`config.mk`:
```
export PLATFORM = sky130hd
export DESIGN_NAME = steer_angle_ctrl
export DESIGN_NICKNAME = d
export VERILOG_FILES = /design/src/rtl/steer_pkg.sv /design/src/rtl/steer_angle_ctrl_err_calc.sv /design/src/rtl/steer_angle_ctrl.sv
export SDC_FILE = /design/constraint.sdc
export NUM_CORES = 1
export LEC_CHECK = 0
export BUFFER_PORTS_ARGS = -buffer_cell sky130_fd_sc_hd__clkbuf_2
export CORE_MARGIN = 2
export CORE_UTILIZATION = 35
export DETAILED_ROUTE_END_ITERATION = 8
export GPL_ROUTABILITY_DRIVEN = 0
export PLACE_DENSITY_LB_ADDON = 0.1
export REMOVE_ABC_BUFFERS = 1
export SYNTH_ARGS = -nofsm -noshare
export SYNTH_HDL_FRONTEND = slang
export SYNTH_SLANG_ARGS = --single-unit
```
`constraint.sdc`:
```
create_clock -name clock -period 5 [get_ports clock]
set_clock_uncertainty 0.1 [all_clocks]
set_input_delay 0.5 -clock clock [delete_from_list [all_inputs] [get_ports clock]]
set_output_delay 0.5 -clock clock [all_outputs]
set_load 0.02 [all_outputs]
```
`src/rtl/steer_pkg.sv`:
```
// Shared definitions for the steering-angle controller: FSM state encoding,
// I2C master instruction codes and the per-state I2C command table.
package steer_pkg;

    typedef enum logic [3:0] {
        ST_IDLE,
        ST_START,
        ST_DEV_WR,
        ST_REG_ADDR,
        ST_RESTART,
        ST_DEV_RD,
        ST_RD_HI,
        ST_RD_LO,
        ST_STOP,
        ST_EVAL,
        ST_PWM_WAIT,
        ST_DONE,
        ST_ERROR
    } state_t;

    localparam logic [1:0] I2C_START = 2'd0;
    localparam logic [1:0] I2C_STOP  = 2'd1;
    localparam logic [1:0] I2C_READ  = 2'd2;
    localparam logic [1:0] I2C_WRITE = 2'd3;

    typedef struct packed {
        logic [1:0] instr;
        logic [7:0] wr_data;
        logic       nack;
    } i2c_cmd_t;

    // States that own an outstanding I2C instruction.
    function automatic logic is_i2c_state(input state_t st);
        return (st inside {ST_START, ST_DEV_WR, ST_REG_ADDR, ST_RESTART,
                           ST_DEV_RD, ST_RD_HI, ST_RD_LO, ST_STOP});
    endfunction

    // Instruction issued when the FSM enters an I2C state.
    function automatic i2c_cmd_t entry_cmd(input state_t     st,
                                           input logic [6:0] dev_addr,
                                           input logic [7:0] reg_addr);
        i2c_cmd_t c;
        c = '{instr: I2C_START, wr_data: 8'h00, nack: 1'b0};
        case (st)
            ST_DEV_WR:   begin c.instr = I2C_WRITE; c.wr_data = {dev_addr, 1'b0}; end
            ST_REG_ADDR: begin c.instr = I2C_WRITE; c.wr_data = reg_addr;         end
            ST_DEV_RD:   begin c.instr = I2C_WRITE; c.wr_data = {dev_addr, 1'b1}; end
            ST_RD_HI:    c.instr = I2C_READ;
            ST_RD_LO:    begin c.instr = I2C_READ; c.nack = 1'b1; end
            ST_STOP:     c.instr = I2C_STOP;
            default:     c.instr = I2C_START;
        endcase
        return c;
    endfunction

endpackage

```
`src/rtl/steer_angle_ctrl_err_calc.sv`:
```
// Combinational shortest-path error between target and measured angle,
// giving drive direction, on-target flag and the clamped proportional ratio.
module steer_err_calc
    import steer_pkg::*;
#(
    parameter int ANGLE_W   = 12,
    parameter int PWM_W     = 8,
    parameter int TOLERANCE = 4,
    parameter int KP_SHIFT  = 2,
    parameter int MIN_RATIO = 20
) (
    input  logic [ANGLE_W-1:0] target,
    input  logic [ANGLE_W-1:0] current,
    output logic               on_target,
    output logic               dir,
    output logic [PWM_W-1:0]   ratio
);

    localparam logic [31:0] RATIO_MAX = 32'((64'd1 << PWM_W) - 64'd1);
    localparam logic [31:0] RATIO_MIN = 32'(MIN_RATIO);
    localparam logic [31:0] TOL       = 32'(TOLERANCE);

    logic [ANGLE_W-1:0] err;
    logic [ANGLE_W-1:0] mag;
    logic [31:0]        scaled;

    // Modular difference read as signed; the half-turn value keeps dir=0.
    always_comb begin
        err       = target - current;
        dir       = ~err[ANGLE_W-1];
        mag       = err[ANGLE_W-1] ? (ANGLE_W'(0) - err) : err;
        on_target = (32'(mag) <= TOL);
        scaled    = 32'(mag) >> KP_SHIFT;
        if (scaled < RATIO_MIN) scaled = RATIO_MIN;
        if (scaled > RATIO_MAX) scaled = RATIO_MAX;
        ratio     = scaled[PWM_W-1:0];
    end

endmodule

```
`src/rtl/steer_angle_ctrl.sv`:
```
// Closed-loop steering-angle controller: reads a 12-bit magnetic encoder over
// a byte-level I2C master, computes the wrap-around error to the target and
// drives PWM ratio/direction until within tolerance.
// Optional I2C watchdog enabled by defining STEER_TIMEOUT_EN.
module steer_angle_ctrl
    import steer_pkg::*;
#(
    parameter int         ANGLE_W     = 12,
    parameter int         PWM_W       = 8,
    parameter logic [6:0] DEV_ADDR    = 7'h36,
    parameter logic [7:0] ANGLE_REG   = 8'h0C,
    parameter int         TOLERANCE   = 4,
    parameter int         KP_SHIFT    = 2,
    parameter int         MIN_RATIO   = 20,
    parameter int         TIMEOUT_CYC = 65535
) (
    input  logic               clock,
    input  logic               reset_n,
    input  logic [ANGLE_W-1:0] target_angle,
    input  logic               angle_update,
    output logic               angle_done,
    output logic               busy,
    output logic               error,
    output logic               i2c_req,
    output logic [1:0]         i2c_instruction,
    output logic [7:0]         i2c_wr_data,
    output logic               i2c_send_nack,
    input  logic [7:0]         i2c_rd_data,
    input  logic               i2c_done,
    input  logic               pwm_done,
    output logic               pwm_enable,
    output logic [PWM_W-1:0]   pwm_ratio,
    output logic               pwm_direction,
    output logic               pwm_update
);

    state_t             state_q, state_d;
    logic [ANGLE_W-1:0] target_q, target_d;
    logic [7:0]         rd_hi_q, rd_hi_d;
    logic [ANGLE_W-1:0] cur_q, cur_d;
    logic               angle_done_q, angle_done_d;
    logic               busy_q, busy_d;
    logic               i2c_req_q, i2c_req_d;
    i2c_cmd_t           i2c_cmd_q, i2c_cmd_d;
    logic               pwm_enable_q, pwm_enable_d;
    logic [PWM_W-1:0]   pwm_ratio_q, pwm_ratio_d;
    logic               pwm_dir_q, pwm_dir_d;
    logic               pwm_update_q, pwm_update_d;
    logic               error_q, error_d;

    logic [15:0]        raw_angle;
    logic               on_target;
    logic               calc_dir;
    logic [PWM_W-1:0]   calc_ratio;

    assign raw_angle = {rd_hi_q, i2c_rd_data};

    if (ANGLE_W < 16) begin : g_mask
        logic unused_raw_hi;
        assign unused_raw_hi = ^raw_angle[15:ANGLE_W];
    end

    steer_err_calc #(
        .ANGLE_W   (ANGLE_W),
        .PWM_W     (PWM_W),
        .TOLERANCE (TOLERANCE),
        .KP_SHIFT  (KP_SHIFT),
        .MIN_RATIO (MIN_RATIO)
    ) u_err_calc (
        .target    (target_q),
        .current   (cur_q),
        .on_target (on_target),
        .dir       (calc_dir),
        .ratio     (calc_ratio)
    );

`ifdef STEER_TIMEOUT_EN
    localparam int WD_W = $clog2(TIMEOUT_CYC + 1);
    logic [WD_W-1:0] wd_cnt_q, wd_cnt_d;
`else
    logic unused_timeout;
    assign unused_timeout = (TIMEOUT_CYC != 0);
`endif

    // Next-state and registered-output computation for the read/evaluate loop.
    always_comb begin
        // NOTE: every _d gets a default first so no path can infer a latch.
        state_d      = state_q;
        target_d     = angle_update ? target_angle : target_q;
        rd_hi_d      = rd_hi_q;
        cur_d        = cur_q;
        angle_done_d = 1'b0;
        busy_d       = busy_q;
        i2c_req_d    = 1'b0;
        i2c_cmd_d    = i2c_cmd_q;
        pwm_enable_d = pwm_enable_q;
        pwm_ratio_d  = pwm_ratio_q;
        pwm_dir_d    = pwm_dir_q;
        pwm_update_d = 1'b0;
        error_d      = error_q;

        case (state_q)
            ST_IDLE, ST_DONE: begin
                if (angle_update) begin
                    state_d = ST_START;
                    busy_d  = 1'b1;
                end else begin
                    state_d = ST_IDLE;
                end
            end
            ST_START:    if (i2c_done) state_d = ST_DEV_WR;
            ST_DEV_WR:   if (i2c_done) state_d = ST_REG_ADDR;
            ST_REG_ADDR: if (i2c_done) state_d = ST_RESTART;
            ST_RESTART:  if (i2c_done) state_d = ST_DEV_RD;
            ST_DEV_RD:   if (i2c_done) state_d = ST_RD_HI;
            ST_RD_HI: begin
                if (i2c_done) begin
                    rd_hi_d = i2c_rd_data;
                    state_d = ST_RD_LO;
                end
            end
            ST_RD_LO: begin
                if (i2c_done) begin
                    cur_d   = raw_angle[ANGLE_W-1:0];
                    state_d = ST_STOP;
                end
            end
            ST_STOP:     if (i2c_done) state_d = ST_EVAL;
            ST_EVAL: begin
                pwm_update_d = 1'b1;
                if (on_target) begin
                    pwm_enable_d = 1'b0;
                    angle_done_d = 1'b1;
                    busy_d       = 1'b0;
                    state_d      = ST_DONE;
                end else begin
                    pwm_enable_d = 1'b1;
                    pwm_ratio_d  = calc_ratio;
                    pwm_dir_d    = calc_dir;
                    state_d      = ST_PWM_WAIT;
                end
            end
            ST_PWM_WAIT: if (pwm_done) state_d = ST_START;
            ST_ERROR: begin
                if (angle_update) begin
                    error_d = 1'b0;
                    busy_d  = 1'b1;
                    state_d = ST_START;
                end
            end
            default:     state_d = ST_IDLE;
        endcase

`ifdef STEER_TIMEOUT_EN
        if (is_i2c_state(state_q) && !i2c_done &&
            (wd_cnt_q == WD_W'(TIMEOUT_CYC - 1))) begin
            state_d      = ST_ERROR;
            error_d      = 1'b1;
            busy_d       = 1'b0;
            pwm_enable_d = 1'b0;
            pwm_update_d = 1'b1;
        end
`endif

        // Entering any I2C state launches its instruction exactly once.
        if (is_i2c_state(state_d) && (state_d != state_q)) begin
            i2c_req_d = 1'b1;
            i2c_cmd_d = entry_cmd(state_d, DEV_ADDR, ANGLE_REG);
        end

`ifdef STEER_TIMEOUT_EN
        if (i2c_req_d)                   wd_cnt_d = '0;
        else if (is_i2c_state(state_q))  wd_cnt_d = wd_cnt_q + 1'b1;
        else                             wd_cnt_d = wd_cnt_q;
`endif
    end

    // State and output registers; reset returns every output to zero at once.
    always_ff @(posedge clock or negedge reset_n) begin
        // NOTE: sequential state uses non-blocking assignments only.
        if (!reset_n) begin
            state_q      <= ST_IDLE;
            target_q     <= '0;
            rd_hi_q      <= '0;
            cur_q        <= '0;
            angle_done_q <= 1'b0;
            busy_q       <= 1'b0;
            i2c_req_q    <= 1'b0;
            i2c_cmd_q    <= '0;
            pwm_enable_q <= 1'b0;
            pwm_ratio_q  <= '0;
            pwm_dir_q    <= 1'b0;
            pwm_update_q <= 1'b0;
            error_q      <= 1'b0;
        end else begin
            state_q      <= state_d;
            target_q     <= target_d;
            rd_hi_q      <= rd_hi_d;
            cur_q        <= cur_d;
            angle_done_q <= angle_done_d;
            busy_q       <= busy_d;
            i2c_req_q    <= i2c_req_d;
            i2c_cmd_q    <= i2c_cmd_d;
            pwm_enable_q <= pwm_enable_d;
            pwm_ratio_q  <= pwm_ratio_d;
            pwm_dir_q    <= pwm_dir_d;
            pwm_update_q <= pwm_update_d;
            error_q      <= error_d;
        end
    end

`ifdef STEER_TIMEOUT_EN
    // Watchdog counter measuring cycles since the last I2C request.
    always_ff @(posedge clock or negedge reset_n) begin
        if (!reset_n) wd_cnt_q <= '0;
        else          wd_cnt_q <= wd_cnt_d;
    end
    assign error = error_q;
`else
    logic unused_error;
    assign unused_error = error_q;
    assign error        = 1'b0;
`endif

    assign angle_done      = angle_done_q;
    assign busy            = busy_q;
    assign i2c_req         = i2c_req_q;
    assign i2c_instruction = i2c_cmd_q.instr;
    assign i2c_wr_data     = i2c_cmd_q.wr_data;
    assign i2c_send_nack   = i2c_cmd_q.nack;
    assign pwm_enable      = pwm_enable_q;
    assign pwm_ratio       = pwm_ratio_q;
    assign pwm_direction   = pwm_dir_q;
    assign pwm_update      = pwm_update_q;

endmodule

```
==> results of run 1 <==
cells by family after synthesis:
logic type,after synthesis,synth area share (%)
fa+ha+maj,13,5.017
other cells,1,0.1106
buf+inv,42,5.348
mux,34,11.10
simple gates,108,16.27
xor+xnor,11,2.840
compound gates,91,20.95
flops,52,38.36
state kept, by name, summed over array words and instances (netlist names):
signal and flops:
angle_done 1, busy 1, cur_q 12, i2c_instruction 2
i2c_req 1, i2c_send_nack 1, i2c_wr_data 3, pwm_direction 1
pwm_enable 1, pwm_ratio 8, pwm_update 1, rd_hi_q 4
state_q 4, target_q 12
synthesized netlist by cell type (all sizes together), types with 3 or more instances:
cell type  number
a2111oi         3
a211oi          5
a21o            6
a21oi          15
a311oi          3
a31oi           3
and2            5
and3            3
and4            3
buf             8
clkbuf         11
dfrtp          52
ha             12
inv            23
mux2           29
mux2i           5
nand2          25
nand2b          4
nand3          10
nor2           25
nor2b           4
nor3           10
nor4            4
o211ai          4
o21a            3
o21ai          19
o21bai          3
o32a            3
or2             4
xnor2          10
metrics by stage:
| stage | hold WS [ps] | setup slack, ps | power [mW] | cells | utilization [%] |
|---|---|---|---|---|---|
| after floorplan | 104.4 | 1194 | 2.280 | 336 | - |
| after global placement | 364.0 | 834.4 | 2.734 | 514 | 39.96 |
| after detailed placement | 367.3 | 694.1 | 2.744 | 514 | 39.96 |
| after CTS | 237.0 | 675.7 | 3.024 | 522 | 40.99 |
| after global routing | 271.4 | 328.9 | 3.284 | 522 | 40.99 |
| final | 213.3 | 677.4 | 3.005 | 522 | 40.99 |
report_power, final:
group	switching (mW)	total, mW	internal (mW)	leakage (nW)
clock	0.146	0.260	0.114	0.0516
combinational	1.23	2.06	0.827	1.02
sequential	0.114	0.688	0.574	0.632
total	1.49	3.01	1.51	1.71
metal layers:
| metal | track usage, % | vias to the layer above | wire length, um |
|---|---|---|---|
| li1 | - | 1370 | - |
| met2 | 25.09 | 58 | 3501 |
| met3 | 2.736 | 4 | 259 |
| met1 | 21.60 | 1312 | 3879 |
| met5 | 0 | - | 0 |
| met4 | 3.282 | 0 | 58 |
area by class of cell:
| type | instances | area, sq um | share of cell area [%] |
|---|---|---|---|
| Clock buffer | 6 | 82.58 | 2.160 |
| Clock inverter | 2 | 13.76 | 0.3599 |
| Inverter | 23 | 86.33 | 2.258 |
| Multi-Input combinational cell | 261 | 1926 | 50.36 |
| Sequential cell | 52 | 1301 | 34.03 |
| Tap cell | 129 | 161.4 | 4.221 |
| Timing Repair Buffer | 49 | 252.7 | 6.610 |
worst max-delay path: stages, from the launching register on:
cell and delay, ps:
dfrtp_1 370, inv_1 60, ha_1 180, inv_1 60, fa_1 420, a21o_1 230
a221oi_2 420, o21bai_1 130, mux2i_1 140, a2111oi_2 630, o311ai_2 270, o211a_1 230
a311oi_4 550, mux2_2 400
final timing paths:
check	startpoint	end	slack, ps	cells past startpoint
min in group clock	i2c_rd_data[5]	cur_q[5]$_DFFE_PN0P_	290	3
max in group asynchronous	reset_n	target_q[1]$_DFFE_PN0P_	4140	2
worst max register to register	target_q[0]$_DFFE_PN0P_	pwm_ratio[7]$_DFFE_PN0P_	680	13
worst min-delay path	reset_n	cur_q[7]$_DFFE_PN0P_	210	2
worst max-delay path	target_q[0]$_DFFE_PN0P_	pwm_ratio[7]$_DFFE_PN0P_	680	13
worst min register to register	rd_hi_q[2]$_DFFE_PN0P_	cur_q[10]$_DFFE_PN0P_	390	2
==> run metrics, run 1 <==
Post-Syn Instances 352; die area 0.01050 sq mm; Die X 102.4 um; cell area after layout 0.003824 sq mm; clock tree from TritonCTS yes; type of the worst setup path reg2reg; Post-synth top flop dfrtp_1; nature of the critical path startpoint flip-flop; post-synthesis area per instance 9.636 sq um; FILL cells 948; CTS Root Cell clkbuf_8; ANT nets after route 0; Clk pin slew, worst setup/hold paths 100 ps; max cap viols 0; CTS buffer count 5; CP arrival 4420 ps; Area Overhead vs Synth 12.73%; clk sinks 52; Slew @ Worst Pin 683.4 ps; RSZ-0062 raised after global routing false; routed vias/inst 5.257; Routed WL 7699 um; die height 102.4 um; post-cts sizing count 0; CP max FO 9; Slew Limit Fails 0; largest cells by area after synthesis dfrtp_1 (38%), mux2_2 (9.3%), ha_1 (4.4%); first-pass GRT wire length 12,860 um; First-pass DRT Iterations 4; iteration-0 DRC count of the detailed router 107; Yosys top cell area share 38.36%; vias in the first global route 2,605; area of the core 0.009328 sq mm; number of port buffers 46; H-tree Lvls 2; GRT Total Usage 15.44%; Peak Freq 231.3 MHz; most frequent cells in the layout dfrtp_1 (52), clkbuf_2 (46), mux2_2 (28); Data required, critical path 5090 ps; Yosys top cell by area dfrtp_1; initial antenna violation count 0; via count 2,744; post-synthesis register bit count 52; DP HPWL 5721 um; Setup TNS 0 ps; Site Rows 35; layout cells sized above 1 25.45%; DP Area 0.003727 sq mm; Synth Warn # 0; number of top-level pins 51; Power Density 785.9 mW/mm^2; hold buffers post-CTS 0; post-CTS setup buffer count 0; P_leak 1.706 nW; Async SR Flop Fraction 100.0%; Hold Path Class in2async; Unique masters post-synth 66; Max Buffers Root-to-Sink 2; GRT overflow 0; Clk Latency, worst-skew pair 310 ps; Antenna Cells 0; worst relative slew slack 54.44%; Post-Syn Area 0.003392 sq mm; Post-synth EDFFs 0; # setup viols final 0; CP Capture Type flip-flop; largest net degree at the start of global routing 53; Residual DRC 0; outcome completed; WL per Instance 14.75 um; period utilisation layout 86.45%; Hold Violations, Final 0; most common cell after layout, fill and taps aside dfrtp_1; Min Clock Period, post-route 4323 ps; Starting Density 36.36%; worst ir drop on vdd 0.3163 mV; Final nets 430; Seq/Total Area, Yosys 38.36%
No activity file was read; power rests on OpenSTA's default activity.
==> inputs of run 2 (changes only) <==
--- a/config.mk
+++ b/config.mk
@@ -6,10 +6,12 @@
 export NUM_CORES = 1
 export LEC_CHECK = 0
 export BUFFER_PORTS_ARGS = -buffer_cell sky130_fd_sc_hd__clkbuf_2
+export CORE_ASPECT_RATIO = 1.4
 export CORE_MARGIN = 2
 export CORE_UTILIZATION = 35
 export DETAILED_ROUTE_END_ITERATION = 8
 export GPL_ROUTABILITY_DRIVEN = 0
+export GPL_TIMING_DRIVEN = 0
 export PLACE_DENSITY_LB_ADDON = 0.1
 export REMOVE_ABC_BUFFERS = 1
 export SYNTH_ARGS = -nofsm -noshare
==> run metrics, run 2 (synthesis results as in run 1) <==
Max Buffers Root-to-Sink 2 (unchanged); initial antenna violation count 0 (unchanged); hold buffers post-CTS 0 (unchanged); GRT overflow 0 (unchanged); CP Capture Type flip-flop (unchanged); R2R depth 13 (unchanged); pre-CTS setup slack 697.3 ps (was 694.1 ps); area of the multi-input gates 0.001926 sq mm (unchanged); Hold Violations, Final 0 (unchanged); post-cts sizing count 0 (unchanged); first-pass GRT wire length 12,770 um (was 12,860 um); number of top-level pins 51 (unchanged); CP arrival 4360 ps (was 4420 ps); Residual DRC 0 (unchanged); Data required, critical path 5080 ps (was 5090 ps); R2R Setup Slk 710 ps (was 680 ps); period utilisation layout 85.74% (was 86.45%); Setup TNS 0 ps (unchanged); cell area after layout 0.003850 sq mm (was 0.003824 sq mm); H-tree Lvls 2 (unchanged); nature of the critical path startpoint flip-flop (unchanged); layout cells sized above 1 25.06% (was 25.45%); Power Density 796.9 mW/mm^2 (was 785.9 mW/mm^2); most common cell after layout, fill and taps aside dfrtp_1 (unchanged); Clk Latency, worst-skew pair 290 ps (was 310 ps); Area Overhead vs Synth 13.50% (was 12.73%); Slew Limit Fails 0 (unchanged); via count 2,707 (was 2,744); CTS Root Cell clkbuf_16 (was clkbuf_8); iteration-0 DRC count of the detailed router 109 (was 107); RSZ-0062 raised after global routing false (unchanged); Starting Density 35.86% (was 36.36%); reg2reg end pwm_ratio[4]$_DFFE_PN0P_ (was pwm_ratio[7]$_DFFE_PN0P_); routed vias/inst 5.403 (was 5.257); r2r startpoint target_q[0]$_DFFE_PN0P_ (unchanged); First-pass DRT Iterations 4 (unchanged); outcome completed (unchanged); type of the worst setup path reg2reg (unchanged); largest net degree at the start of global routing 53 (unchanged); Peak Freq 233.3 MHz (was 231.3 MHz); Site Rows 42 (was 35); storage element area 0.001301 sq mm (unchanged); worst setup margin 712.9 ps (was 677.4 ps); CP endpoint pwm_ratio[4]$_DFFE_PN0P_ (was pwm_ratio[7]$_DFFE_PN0P_); Antenna Cells 0 (unchanged); placed insts 493 (was 514); GRT Total Usage 15.37% (was 15.44%); die area 0.01051 sq mm (was 0.01050 sq mm); CTS buffer count 5 (unchanged); non-filler cells, final 501 (was 522); FILL cells 971 (was 948); clk sinks 52 (unchanged); WL per Instance 15.23 um (was 14.75 um); Slew @ Worst Pin 1369 ps (was 683.4 ps); Die X 87.20 um (was 102.4 um); area of the core 0.009459 sq mm (was 0.009328 sq mm); max cap viols 0 (unchanged); DP HPWL 5796 um (was 5721 um); most frequent cells in the layout dfrtp_1 (52), clkbuf_2 (45), mux2_2 (28) (was dfrtp_1 (52), clkbuf_2 (46), mux2_2 (28)); clock tree from TritonCTS yes (unchanged); die height 120.5 um (was 102.4 um); Hold Path Class in2async (unchanged); # setup viols final 0 (unchanged); Clk pin slew, worst setup/hold paths 70 ps (was 100 ps); worst ir drop on vdd 0.2392 mV (was 0.3163 mV); P_leak 1.719 nW (was 1.706 nW); Setup crit start target_q[0]$_DFFE_PN0P_ (unchanged); Routed WL 7630 um (was 7699 um); Final nets 429 (was 430); ANT nets after route 0 (unchanged); vias in the first global route 2,594 (was 2,605); post-CTS setup buffer count 0 (unchanged); DP Area 0.003692 sq mm (was 0.003727 sq mm); number of port buffers 46 (unchanged); CP max FO 9 (unchanged); Min Clock Period, post-route 4287 ps (was 4323 ps); worst relative slew slack 7.889% (was 54.44%)
## run 2: cell types whose count changed in the layout (fill, tap and decap cells not counted)
cell        change
clkbuf_8        -6
clkbuf_16       +5
buf_4           -3
buf_12          +1
buf_2           +1
buf_6           +1
clkbuf_2        -1
clkinvlp_4      +1
inv_6           -1
## run 2: final cells by class
| class | instances | area share (%) |
|---|---|---|
| Clock buffer | 5 | 3.250 |
| Inverter | 23 | 2.242 |
| Sequential cell | 52 | 33.80 |
| Timing Repair Buffer | 48 | 6.792 |
| Multi-Input combinational cell | 261 | 50.02 |
| Clock inverter | 2 | 0.3250 |
| Tap cell | 110 | 3.575 |
## run 2: metal layers
metal	track usage [%]	vias up	wire (um)
li1	-	1368	-
met1	18.87	1281	3229
met2	26.62	46	4024
met3	2.389	12	197
met4	5.962	0	179
met5	0	-	0
## run 2: through the flow
stage          util, %  hold WS, ps  power [mW]
2_1_floorplan        -        104.4       2.280
3_3_place_gp     38.86        372.6       2.719
3_5_place_dp     39.03        378.8       2.746
4_1_cts          40.49        304.3       3.102
5_1_grt          40.70        143.8       3.355
6_report         40.70        100.3       3.068
## run 2: power breakdown
group / leakage [nW] / switching (mW) / internal [mW]
registers: 0.632 / 0.115 / 0.575
logic: 1.02 / 1.22 / 0.825
clock network: 0.0657 / 0.151 / 0.182
## run 2: worst min-delay path by stage
stage	start	endpoint	depth (start not counted)
after CTS	i2c_rd_data[4]	cur_q[4]$_DFFE_PN0P_	3
final	reset_n	pwm_ratio[4]$_DFFE_PN0P_	1
after global routing	reset_n	pwm_ratio[0]$_DFFE_PN0P_	1
after detailed placement	pwm_ratio[6]$_DFFE_PN0P_	pwm_ratio[6]$_DFFE_PN0P_	1
after global placement	pwm_ratio[6]$_DFFE_PN0P_	pwm_ratio[6]$_DFFE_PN0P_	1
after floorplan	reset_n	angle_done$_DFF_PN0_	0
## run 2: worst max-delay path: stages (launching register included)
cell and delay [ps]:
dfrtp_1 360, inv_1 70, ha_1 180, inv_1 60, fa_1 420, a21o_1 230
a221oi_2 420, o21bai_1 130, mux2i_1 140, a2111oi_2 610, o311ai_2 270, o211a_1 240
a311oi_4 540, mux2_2 400
==> inputs of run 3 (changes only) <==
--- a/config.mk
+++ b/config.mk
@@ -5,10 +5,12 @@
 export SDC_FILE = /design/constraint.sdc
 export NUM_CORES = 1
 export LEC_CHECK = 0
+export ABC_AREA = 1
 export BUFFER_PORTS_ARGS = -buffer_cell sky130_fd_sc_hd__clkbuf_2
 export CORE_ASPECT_RATIO = 1.4
 export CORE_MARGIN = 2
 export CORE_UTILIZATION = 35
+export CTS_BUF_LIST = sky130_fd_sc_hd__clkbuf_8
 export DETAILED_ROUTE_END_ITERATION = 8
 export GPL_ROUTABILITY_DRIVEN = 0
 export GPL_TIMING_DRIVEN = 0
==> run metrics, run 3 <==
Unique masters post-synth 42 (was 66); number of port buffers 46 (unchanged); Clk pin slew, worst setup/hold paths 100 ps (was 70 ps); most common cell in the netlist nand2_1 (was dfrtp_1); CTS Root Cell clkbuf_8 (was clkbuf_16); Data required, critical path 5120 ps (was 5080 ps); Final nets 560 (was 429); Peak Freq 300.4 MHz (was 233.3 MHz); Power Density 694.4 mW/mm^2 (was 796.9 mW/mm^2); Post-Syn Instances 478 (was 352); Clk Latency, worst-skew pair 320 ps (was 290 ps); CTS buffer count 5 (unchanged); Yosys top cell by area dfrtp_1 (unchanged); Async SR Flop Fraction 100.0% (unchanged); CP arrival 3450 ps (was 4360 ps); Seq/Total Area, Yosys 36.43% (was 38.36%); clock tree from TritonCTS yes (unchanged); Slew @ Worst Pin 894.0 ps (was 1369 ps); largest cells by area after synthesis dfrtp_1 (36%), nand2_1 (16%), inv_1 (7.9%) (was dfrtp_1 (38%), mux2_2 (9.3%), ha_1 (4.4%)); ANT nets after route 0 (unchanged); period utilisation layout 66.57% (was 85.74%); worst setup margin 1671 ps (was 712.9 ps); Residual DRC 0 (unchanged); Slew Limit Fails 0 (unchanged); routed vias/inst 4.653 (was 5.403); outcome completed (unchanged); Post-Syn Area 0.003572 sq mm (was 0.003392 sq mm); iteration-0 DRC count of the detailed router 101 (was 109); CP max FO 7 (was 9); worst ir drop on vdd 0.3308 mV (was 0.2392 mV); Area Overhead vs Synth 12.05% (was 13.50%); Yosys top cell area share 36.43% (was 38.36%); Setup TNS 0 ps (unchanged); pre-CTS setup slack 1624 ps (was 697.3 ps); hold buffers post-CTS 0 (unchanged); WL per Instance 11.95 um (was 15.23 um); First-pass DRT Iterations 4 (unchanged); die area 0.01104 sq mm (was 0.01051 sq mm); P_leak 2.142 nW (was 1.719 nW); Min Clock Period, post-route 3329 ps (was 4287 ps); post-CTS setup buffer count 0 (unchanged); type of the worst setup path reg2reg (unchanged); Die X 89.38 um (was 87.20 um); GRT overflow 0 (unchanged); Routed WL 7866 um (was 7630 um); DP Area 0.003887 sq mm (was 0.003692 sq mm); most frequent cells in the layout nand2_1 (149), inv_1 (75), dfrtp_1 (52) (was dfrtp_1 (52), clkbuf_2 (45), mux2_2 (28)); RSZ-0062 raised after global routing false (unchanged); clk sinks 52 (unchanged); Synth Warn # 0 (unchanged); layout cells sized above 1 19.89% (was 25.06%); Post-synth top flop dfrtp_1 (unchanged); worst relative slew slack 40.26% (was 7.889%); number of top-level pins 51 (unchanged); Site Rows 43 (was 42); Hold Violations, Final 0 (unchanged); DP HPWL 6193 um (was 5796 um); first-pass GRT wire length 13,820 um (was 12,770 um); via count 3,062 (was 2,707); CP Capture Type flip-flop (unchanged); post-synthesis register bit count 52 (unchanged); Hold Path Class in2async (unchanged); post-synthesis area per instance 7.473 sq um (was 9.636 sq um); area of the core 0.009899 sq mm (was 0.009459 sq mm); GRT Total Usage 15.88% (was 15.37%); post-cts sizing count 0 (unchanged); vias in the first global route 3,018 (was 2,594); largest net degree at the start of global routing 53 (unchanged); Max Buffers Root-to-Sink 2 (unchanged); Starting Density 36.08% (was 35.86%); Antenna Cells 0 (unchanged); die height 123.5 um (was 120.5 um); # setup viols final 0 (unchanged); H-tree Lvls 2 (unchanged); max cap viols 0 (unchanged); commonest cells in the netlist nand2_1 (149), inv_1 (75), dfrtp_1 (52) (was dfrtp_1 (52), mux2_2 (28), nand2_1 (25), nor2_1 (25), inv_1 (23)); Power, Total 2.779 mW (was 3.068 mW); cell area after layout 0.004003 sq mm (was 0.003850 sq mm); most common cell after layout, fill and taps aside nand2_1 (was dfrtp_1); initial antenna violation count 0 (unchanged); nature of the critical path startpoint flip-flop (unchanged); Post-synth EDFFs 0 (unchanged)
==> run 3: cell count changes in the layout (fill, tap and decap cells not counted), sizes merged, moves of 5 or more <==
cell   before  now
nand2      25  168
mux2i       5    0
nor3       10    2
a21o        6    0
nor2       25   43
nand3      10   34
mux2       29    1
inv        23   80
nand4       2   13
xnor2      10    1
==> run 3: area by class of cell <==
type | instances | area [sq um]
Tap cell | 135 | 168.9
Fill cell | 1106 | 5897
Inverter | 79 | 296.5
Clock buffer | 5 | 68.82
Timing Repair Buffer | 47 | 250.2
Sequential cell | 52 | 1301
Clock inverter | 3 | 26.28
Multi-Input combinational cell | 337 | 1891
==> run 3: per-stage QoR <==
step / hold WS (ps) / utilization (%) / cells
floorplan: 104.4 / - / 468
global placement: 359.8 / 39.27 / 649
detailed placement: 361.6 / 39.27 / 649
CTS: 261.0 / 40.23 / 657
global route: 63.83 / 40.43 / 658
finish: 36.47 / 40.43 / 658
==> run 3: report_power, final <==
part           leakage [nW]  internal (mW)  switching, mW
Sequential            0.636          0.569         0.0806
Clock                0.0487          0.102          0.158
Combinational          1.46          0.621           1.25
Total                  2.14           1.29           1.49
==> run 3: cells by family after synthesis <==
logic type / share of synthesized area (%)
AND/OR/NAND/NOR: 37.65
buffers and inverters: 10.96
flip-flops: 36.43
AO/OA/AOI/OAI: 8.302
adder cells (fa/ha/maj): 4.763
XOR/XNOR: 1.471
other: 0.1050
multiplexers: 0.3152
==> run 3: metal layers <==
| metal | global-route usage, % | wire length [um] | share of wire, % | up-vias |
|---|---|---|---|---|
| met5 | 0 | 0 | 0 | - |
| met4 | 6.343 | 213 | 2.7 | 0 |
| met3 | 2.136 | 255 | 3.2 | 15 |
| met2 | 27.31 | 3903 | 50 | 55 |
| met1 | 19.78 | 3493 | 44 | 1407 |
| li1 | - | - | - | 1585 |
==> run 3: final timing paths <==
check | startpoint | endpoint | slack (ps) | cells after the start
worst max-delay path | cur_q[0]$_DFFE_PN0P_ | i2c_wr_data[3]$_DFFE_PN0P_ | 1670 | 22
worst min-delay path | reset_n | rd_hi_q[1]$_DFFE_PN0P_ | 40 | 1
worst max register to register | cur_q[0]$_DFFE_PN0P_ | i2c_wr_data[3]$_DFFE_PN0P_ | 1670 | 22
worst min register to register | i2c_wr_data[0]$_DFFE_PN0P_ | i2c_wr_data[0]$_DFFE_PN0P_ | 380 | 2
max in group asynchronous | reset_n | state_q[0]$_DFF_PN0_ | 4200 | 2
min in group clock | target_angle[11] | target_q[11]$_DFFE_PN0P_ | 270 | 3
==> run 3: worst max-delay path: stages (launching register included) <==
cell and delay [ps]:
dfrtp_1 400, ha_1 180, inv_1 120, fa_1 460, inv_1 90, ha_1 140
inv_1 50, a21oi_1 260, nand3_4 110, nor2_4 100, nand2_2 100, nand2_4 90
nand2_1 70, nand2_2 90, nand3_4 90, nor2_4 160, nand3_4 120, nand2_4 130
nand2_4 50, nand2_4 90, nand3_4 110, nand2_1 70, nand2_1 50
